--- config.mk ---
export PLATFORM = sky130hd
export DESIGN_NAME = airi5c_dmi_port
export DESIGN_NICKNAME = d
export VERILOG_FILES = /design/src/rtl/airi5c_dmi_port_pkg.sv /design/src/rtl/airi5c_dmi_port.sv
export SDC_FILE = /design/constraint.sdc
export NUM_CORES = 1
export LEC_CHECK = 0
export ABC_AREA = 1
export CORE_MARGIN = 2
export CORE_UTILIZATION = 40
export CTS_CLUSTER_DIAMETER = 50
export DETAILED_ROUTE_END_ITERATION = 7
export GPL_TIMING_DRIVEN = 0
export HOLD_SLACK_MARGIN = 0.15
export PLACE_DENSITY = 0.88
export SLEW_MARGIN = 20
export SYNTH_ARGS = -nofsm -noshare
export SYNTH_HDL_FRONTEND = slang
export SYNTH_SLANG_ARGS = --single-unit
--- constraint.sdc ---
create_clock -name clk -period 1.8 [get_ports clk]
set_input_delay 0.18 -clock clk [delete_from_list [all_inputs] [get_ports clk]]
set_output_delay 0.18 -clock clk [all_outputs]
set_load 0.05 [all_outputs]
--- src/rtl/airi5c_dmi_port_pkg.sv ---
// airi5c_dmi_port_pkg: DMI and register-bus widths shared by the DMI port
package airi5c_dmi_port_pkg;
  localparam int DMI_ADDR_WIDTH = 7;
  localparam int DMI_WIDTH      = 32;
  localparam int TO_CNT_W       = 8;
endpackage

--- src/rtl/airi5c_dmi_port.sv ---
// airi5c_dmi_port: bridges one-cycle DMI strobes to a req/gnt/rvalid register bus with timeout and sticky error
module airi5c_dmi_port
  import airi5c_dmi_port_pkg::*;
#(
  parameter int TIMEOUT_CYCLES = 255
) (
  input  logic                      clk,
  input  logic                      nreset,
  input  logic [DMI_ADDR_WIDTH-1:0] dmi_addr,
  input  logic [DMI_WIDTH-1:0]      dmi_wdata,
  input  logic                      dmi_en,
  input  logic                      dmi_wen,
  input  logic                      dmi_reset,
  output logic [DMI_WIDTH-1:0]      dmi_rdata,
  output logic                      dmi_error,
  output logic                      dmi_dm_busy,
  output logic                      dm_req,
  output logic                      dm_we,
  output logic [DMI_ADDR_WIDTH-1:0] dm_addr,
  output logic [DMI_WIDTH-1:0]      dm_wdata,
  input  logic                      dm_gnt,
  input  logic                      dm_rvalid,
  input  logic [DMI_WIDTH-1:0]      dm_rdata,
  input  logic                      dm_err
);
  typedef enum logic [1:0] {IDLE, REQ, RESP} state_t;
  localparam logic [TO_CNT_W-1:0] TO_LAST = TO_CNT_W'(TIMEOUT_CYCLES - 1);
  state_t                    r_state, w_next;
  logic [TO_CNT_W-1:0]       r_cnt;
  logic                      r_req, r_we, r_err;
  logic [DMI_ADDR_WIDTH-1:0] r_addr;
  logic [DMI_WIDTH-1:0]      r_wdata, r_rdata;
  logic                      w_done, w_expire, w_set_err;
  assign w_done      = (r_state == RESP) && dm_rvalid;
  assign w_expire    = (r_state != IDLE) && (r_cnt == TO_LAST) && !w_done;
  assign w_set_err   = (dmi_en && r_state != IDLE) || (w_done && dm_err) || w_expire;
  assign dmi_rdata   = r_rdata;
  assign dmi_error   = r_err;
  assign dmi_dm_busy = (r_state != IDLE);
  assign dm_req      = r_req;
  assign dm_we       = r_we;
  assign dm_addr     = r_addr;
  assign dm_wdata    = r_wdata;
  // next state: accept in IDLE, wait for grant, wait for response; timeout aborts either wait
  always_comb begin
    w_next = r_state;
    if (r_state == IDLE)
      w_next = dmi_en ? REQ : IDLE;
    else if (w_expire || w_done)
      w_next = IDLE;
    else if (r_state == REQ && dm_gnt)
      w_next = RESP;
  end
  // state, timeout counter, latched request, read data and sticky error
  always_ff @(posedge clk) begin
    if (!nreset) begin
      r_state <= IDLE;
      r_cnt   <= '0;
      r_req   <= 1'b0;
      r_we    <= 1'b0;
      r_addr  <= '0;
      r_wdata <= '0;
      r_rdata <= '0;
      r_err   <= 1'b0;
    end else begin
      r_state <= w_next;
      r_cnt   <= (r_state == IDLE) ? '0 : r_cnt + 1'b1;
      if (r_state == IDLE && dmi_en) begin
        r_req   <= 1'b1;
        r_we    <= dmi_wen;
        r_addr  <= dmi_addr;
        r_wdata <= dmi_wdata;
      end else if (r_state == REQ && (dm_gnt || w_expire)) begin
        r_req <= 1'b0;
      end
      if (w_done && !r_we && !dm_err)
        r_rdata <= dm_rdata;
      else if (w_expire && !r_we)
        r_rdata <= '0;
      r_err <= w_set_err || (r_err && !dmi_reset);
    end
  end
endmodule

-- After elaboration in Yosys (flattened, before gate mapping)
Index checks and enable logic that the tools add are counted.
- add/sub/neg operators: 1
- equal/unequal tests: 3
- bitwise operators: 1
- reductions and logical operators: 27
- multiplexer cells: 8
- operators with widths (kind ; count):
    two-way mux 32 bit ; 2
    logical AND 1 bit ; 12
    adder 8 x 1 -> 8 bit, second input constant ; 1
    == test 8 bit, second input constant ; 1
    two-way mux 2 bit ; 3
    nonzero test 2 bit ; 3
    logical OR 1 bit ; 5
    zero test 1 bit ; 4
    two-way mux 1 bit ; 3
    nonzero test 3 bit ; 1
    == test 2 x 1 -> 1 bit, second input constant ; 1
    == test 2 bit, second input constant ; 1
    zero test 2 bit ; 1
    OR reduction 2 bit ; 1
    NOT 1 bit ; 1
- input port bits: 79
- word-level logic and storage cells: 48
- register bits: 84
- output and inout bits: 75

-- Logic depth before layout (Yosys ltp)
- word-level depth: 8
- depth in mapped cells: 8
- gate-level depth less buffers: 7

-- Worst setup path before layout
OpenSTA, ideal clock, no wires.
- kind: register -> register
- from: reg r_we, in the netlist dm_we
- to: reg r_rdata[10], in the netlist dmi_rdata[10]
- path buffers: 1
- data arrival time: 1.247 ns
- path slack: 0.421 ns
- library setup time: 0.132 ns
- cell stages (with the launch flop): 6
- data required time: 1.668 ns
- period minus slack after synthesis: 1.379 ns
- path through: dfxtp_1 nor3_2 inv_1 buf_2 nand3_1 a21oi_1
- longest elaborated chain between the ends: 4
- elaborated cells on any way between the ends: 6
- classes of those cells: 1 x mux; 5 x reduce/logical
- RTL lines (item ; RTL line ; text):
    start, declared ; airi5c_dmi_port.sv:30 ; logic r_req, r_we, r_err;
    start signal, assigned ; airi5c_dmi_port.sv:70 ; r_we <= dmi_wen;
    zero test 1 bit * ; airi5c_dmi_port.sv:76, airi5c_dmi_port.sv:78 ;
    logical AND 1 bit (2 in series) ; airi5c_dmi_port.sv:76 ; if (w_done && !r_we && !dm_err)
    two-way mux 32 bit / nonzero test 2 bit (equally long branches) ; n/a ;
    end signal, assigned ; airi5c_dmi_port.sv:77 ; r_rdata <= dm_rdata;
    end, declared ; airi5c_dmi_port.sv:32 ; logic [DMI_WIDTH-1:0] r_wdata, r_rdata;
Every way passes the cells marked *; elsewhere a longest branch is shown, timed or not.
A chain may end at the register's enable or synchronous reset.

-- Worst setup path after layout
- from: reg r_we, in the netlist dm_we
- to: out dm_we
- RTL lines (item ; RTL line ; text):
    end, declared ; airi5c_dmi_port.sv:18 ; output logic dm_we,
No word-level cell between the ends.

==> flow_summary.yaml <==
finish:
  nets: 628
  layout-drive-gt1-share_pct: 5.978
  finalInstanceArea_um2: 4883
  fin_cells: 651
  utilization_pct: 66.97
  antennaDiodeCount: 0
  syn2layout_area_growth_pct: 60.75
setup_path:
  r2r_cells: 8
  path_depth: 1
  r2r-end: "dmi_rdata[20]$_SDFFE_PN0P_"
  path_cells: "clkdlybuf4s50_1"
  critPathKind: "reg -> out"
  crit_path_top_delay_cell: "clkdlybuf4s50_1"
  cp_max_fo: 3
  critPathRequiredTime_ns: 1.62
  crit_start: "dm_we$_SDFFE_PN0P_"
  cp-endpoint: "dm_we"
  arrival_ns: 1.57
  rrSetupSlack_ns: 0.18
  max_stage_delay_ns: 0.84
  startpoint_type: "flop"
  cp_top_family: "buffers and inverters"
  worstReg2RegStart: "r_cnt[0]$_SDFF_PP0_"
  crit_buf_inv: 1
  end_kind: "primary output"
floorplan:
  chipHeight_um: 91.15
  die-area_um2: 8308
  start_util_pct: 41.66
  dieWidth_um: 91.15
  io_pins: 154
  rows: 31
  core_um2: 7292
synth:
  synth_nets: 464
  synth_seq_area_share_pct: 55.35
  async_reset_ff_share_pct: 0
  avgSynthCellArea_um2: 7.932
  synth_top_area_share_pct: 55.35
  synth.most_common_cell: "nor2_1"
  yosys_register_bits: 84
  synthTopCellsByCount: "nor2_1 (90), dfxtp_1 (84), nand3_1 (42), o21ai_0 (42), a21oi_1 (40)"
  syn_inst: 383
  synth-edff-count: 0
  synth_area_leaders: "dfxtp_1 (55%), nor2_1 (11%), nand3_1 (6.9%), o21ai_0 (6.9%), a21oi_1 (6.6%)"
  synth_top_flop_cell: "dfxtp_1"
  yosysWarnings: 0
  ys_types: 21
  synth_area_leader_cell: "dfxtp_1"
  synth_area_um2: 3038
routing:
  wl_met3_um: 907
  viasPerCell: 4.894
  drc: 0
  wl_um: 8618
  m1WireLength_um: 3494
  drt_pre_antenna_iters: 4
  drt_iter0_drc: 120
  vias: 3186
  wl_met2_um: 4078
  highest_layer: "met4"
  ant_nets: 0
  wl_per_cell_um: 13.24
sta:
  rsz0062_at_grt: "false"
  worst_slew_pin_slew_ns: 0.5401
  period_share_pct: 96.96
  hold_violations: 0
  fmax_ghz: 0.5730
  finalSetupViolations: 0
  max-slew-margin-rel_pct: 63.88
  layout_min_cycle_time_ns: 1.745
  finalClockSkew_ns: 0.006669
  hold_ws_ns: 0.3927
  slew_viol_final: 0
  setup_ws_ns: 0.05474
  fin_tns_setup_ns: 0
clock_tree:
  cts_buffer_depth: 2
  h-tree-depth: 3
  root_buffer: "clkbuf_8"
  ctsHoldBuffers: 0
  cts_tree: "built"
  path_clk_slew_ns: 0.08
  clock_sinks: 84
  clock_latency_ns: 0.34
  cts_buffers: 9
global_route:
  grt_pass1_wl_um: 13570
  grt_overflow_total: 0
  grt_use_total_pct: 20.11
  grt_pass1_vias: 2967
  grt_max_degree: 15
  antenna_found_initial: 0
placed_design:
  place_congestion: 0.8243
  dp_hpwl_um: 6705
  dpl_cell_area_um2: 4693
  pre_cts_ws_ns: -0.05696
  port_buffers: 153
  dp_cells: 635
power:
  vdd.ir_drop.worst_mv: 0.6037
  power.leakage_nw: 1.777
  total_power_mw: 4.191
  powerDensity_nw_per_um2: 858.2
job:
  maxCapViolCount: 0
status:
  status: "finished, final reports clean"
min_path:
  worst_hold_path_type: "in -> reg"
## cells by family after synthesis
kind of cell | count (synthesis) | share of synthesized area (%)
AOI/OAI and AO/OA | 84 | 13.96
xor gates and xnor gates | 1 | 0.2884
adders and majority gates | 2 | 0.8236
buffers and inverters | 34 | 5.149
DFF | 84 | 55.35
and+or+nand+nor | 178 | 24.42
## report_power, final
group	total [mW]	switching (mW)	internal (mW)	leakage, nW
clock network	1.31	0.666	0.642	0.0927
logic	0.885	0.524	0.361	0.997
registers	2.00	0.0501	1.95	0.687
total	4.19	1.24	2.95	1.78
## timing repair
item / CTS / global route
setup endpoints to repair: 1 / 0
setup buffers: 0 / 0
endpoints found under the hold margin: 0 / 0
resized for setup: 1 / 0
## cell usage in the layout, fill, tap and decap left out, drive strengths merged
cell           instances
clkdlybuf4s50        152
nor2                  90
dfxtp                 84
o21ai                 42
nand3                 42
a21oi                 40
nand2                 40
clkbuf                21
buf                   13
inv                   11
nand4                  2
ha                     2
clkinv                 2
clkinvlp               2
nor3                   2
xnor2                  1
nor3b                  1
or2                    1
a22oi                  1
a31oi                  1
bufinv                 1
dlygate4sd2            1
## metal layers
| metal | vias up | track usage, % |
|---|---|---|
| met1 | 1427 | 22.13 |
| met4 | 0 | 7.323 |
| met5 | - | 0 |
| met3 | 15 | 7.635 |
| met2 | 149 | 35.19 |
| li1 | 1595 | - |
## flip-flops by register name (all words and copies together) (netlist names)
name       count
dm_addr        7
dm_req         1
dm_wdata      32
dm_we          1
dmi_error      1
dmi_rdata     32
r_cnt          8
r_state        2
## worst min-delay path by stage
stage,from,cells past startpoint,to,slack [ns]
floorplan,dm_rdata[0],2,dmi_rdata[0]$_SDFFE_PN0P_,0.33
global placement,r_cnt[4]$_SDFF_PP0_,1,r_cnt[4]$_SDFF_PP0_,0.43
detailed placement,r_cnt[4]$_SDFF_PP0_,1,r_cnt[4]$_SDFF_PP0_,0.44
CTS,dm_rdata[24],3,dmi_rdata[24]$_SDFFE_PN0P_,0.38
global route,dm_rdata[24],3,dmi_rdata[24]$_SDFFE_PN0P_,0.39
finish,dm_rdata[24],3,dmi_rdata[24]$_SDFFE_PN0P_,0.39
## layout make-up
cell class	instances	area, um2
buffer	24	118.9
tap	99	123.9
sequential	84	1682
timing repair buffer	153	1530
fill	597	2409
clock buffer	10	127.6
inverter	10	37.54
clock inverter	6	63.81
multi-input combinational	265	1200
Power figures use the tool's default switching activity.
==> patch: new RTL, same flow settings <==
Encoding of `state_t`: now one-hot (3 bits for 3 states).
--- a/src/rtl/airi5c_dmi_port.sv
+++ b/src/rtl/airi5c_dmi_port.sv
@@ -25,3 +25,3 @@
 );
-  typedef enum logic [1:0] {IDLE, REQ, RESP} state_t;
+  typedef enum logic [2:0] {IDLE = 3'b001, REQ = 3'b010, RESP = 3'b100} state_t;
   localparam logic [TO_CNT_W-1:0] TO_LAST = TO_CNT_W'(TIMEOUT_CYCLES - 1);
Function: no difference found for any inputs over 10 cycles, from zero or initial values and one cycle with nreset low; not proved beyond that.
==> patch against the unedited design <==
Synthesized area rose by 16%; non-clock buffer count is 5 higher; sequential cell count grew 1; setup slack better by 15 ps; final area is 9.9% higher; utilization decreased by 4.8 points; power up 8.7%; wire length grew 14%; largest cell class unchanged.
==> patch: results <==
group,metric,value,unit
status,status,"complete, no violations",
pwr,power,4556,µW
cts,cts_setup_buffers,0,
setup_path,slowest_delay,840,ps
min_path,hp-class,"in -> reg",
logic_synthesis,async_reset_ff_frac,0,
routing,post_drt_wl_per_cell,14.52,µm
setup_path,crit_arrival,1550,ps
place,place.gp.congestion,0.8736,
routing,via_per_inst,4.996,
sta,relSlewSlack,0.5595,
pwr,peakVddDrop,0.3934,mV
cts,htreeDepth,3,
logic_synthesis,synth_fp_nets,479,
logic_synthesis,netlist_top_cells_area,"dfxtp_1 48%, nand3_2 8.5%, a21oi_1 8.4%",
logic_synthesis,yosysWarningCount,0,
routing,drt_iter0_markers,81,
pwr,internal_power,2985,µW
pwr,clk-power,1250,µW
setup_path,path_delay_family,"buffers and inverters",
finish,drive_above_1_share,0.2067,
cts,clkLatencyLatePin,350,ps
logic_synthesis,seq_area_frac_synth,0.4821,
logic_synthesis,muxShareOfSynthArea,0,
setup_path,slowest_stage,"clkdlybuf4s50_1",
place,place_ws,-93.44,ps
cts,postCtsHoldBufs,0,
global_route,grtUsageTotal,0.1995,
finish,n_antenna_cell,0,
pwr,powerSeq,2070,µW
sta,final_max_slew_viol_count,0,
cts,clockRootBuffer,"clkbuf_8",
routing,dr.pass1.iters,4,
sta,clock_skew,14.59,ps
place,dp_hpwl,7487,µm
global_route,grt_pass1_vias,3361,
logic_synthesis,synth_xor_area_frac,0.009926,
finish,nets,642,
pwr,power.leakage,0.001799,µW
logic_synthesis,synthAdderAreaFrac,0.007090,
cts,cts_buffers,9,
place,portBuffers,152,
cts,cts_buffer_depth,2,
cts,clk_pin_slew,100,ps
global_route,grt_pass1_wl,15770,µm
logic_synthesis,synth_compound_area_frac,0.1390,
logic_synthesis,ys_types,26,
setup_path,critical_path_peak_fanout,2,
global_route,grt_max_degree,17,
logic_synthesis,synth_common_cells,"85 x dfxtp_1, 59 x a21oi_1, 59 x nand2_1",
global_route,antenna_found_initial,0,
[patch: path summary, 6_finish.rpt]
| kind | startpoint | endpoint | slack [ps] | cells after the start |
|---|---|---|---|---|
| hold reg to reg | dm_wdata[19]$_SDFFE_PN0P_ | dm_wdata[19]$_SDFFE_PN0P_ | 470 | 2 |
| setup / recovery | dm_req$_SDFFE_PN0P_ | dm_req | 70 | 1 |
| hold / removal | dmi_en | dm_wdata[6]$_SDFFE_PN0P_ | 380 | 4 |
| setup reg to reg | r_cnt[0]$_SDFF_PP0_ | dmi_rdata[13]$_SDFFE_PN0P_ | 280 | 10 |
[patch: final cells by class]
class                      count  area, µm²
timing repair buffer         152       1521
sequential                    85       1702
clock buffer                  10      127.6
fill                         747       3268
buffer                        30      172.7
clock inverter                 6      53.80
multi-input combinational    268       1594
inverter                      15      61.31
tap                          108      135.1
[patch: routing by layer]
metal,global-route usage,vias to the layer above,routed length [µm]
met5,0,-,0
met4,0.06410,0,160
met3,0.05440,17,747
met2,0.3599,131,4959
met1,0.2280,1555,3920
li1,-,1664,-
[patch: worst min-delay path, stage by stage]
cell	delay (ps)
clkbuf_1	160
nand2_2	190
nand2_1	70
a21oi_1	110
[patch: cell families after synthesis]
logic type               count (synthesis)
XOR/XNOR                                 4
flip-flops                              85
buffers and inverters                   45
AND/OR/NAND/NOR                        179
AO/OA/AOI/OAI                           83
adder cells (fa/ha/maj)                  2
[patch: through the flow]
step	instances	cell area, µm²	TNS [ps]
after floorplan	398	3530	0
after global placement	658	5186	0
after detailed placement	658	5186	-819.4
after CTS	674	5366	0
after global routing	674	5368	0
final	674	5368	0
[patch: timing repair]
action	CTS	global route
hold endpoints to repair	0	0
setup endpoints to repair	1	1
gates cloned	0	0
resized for setup	1	1
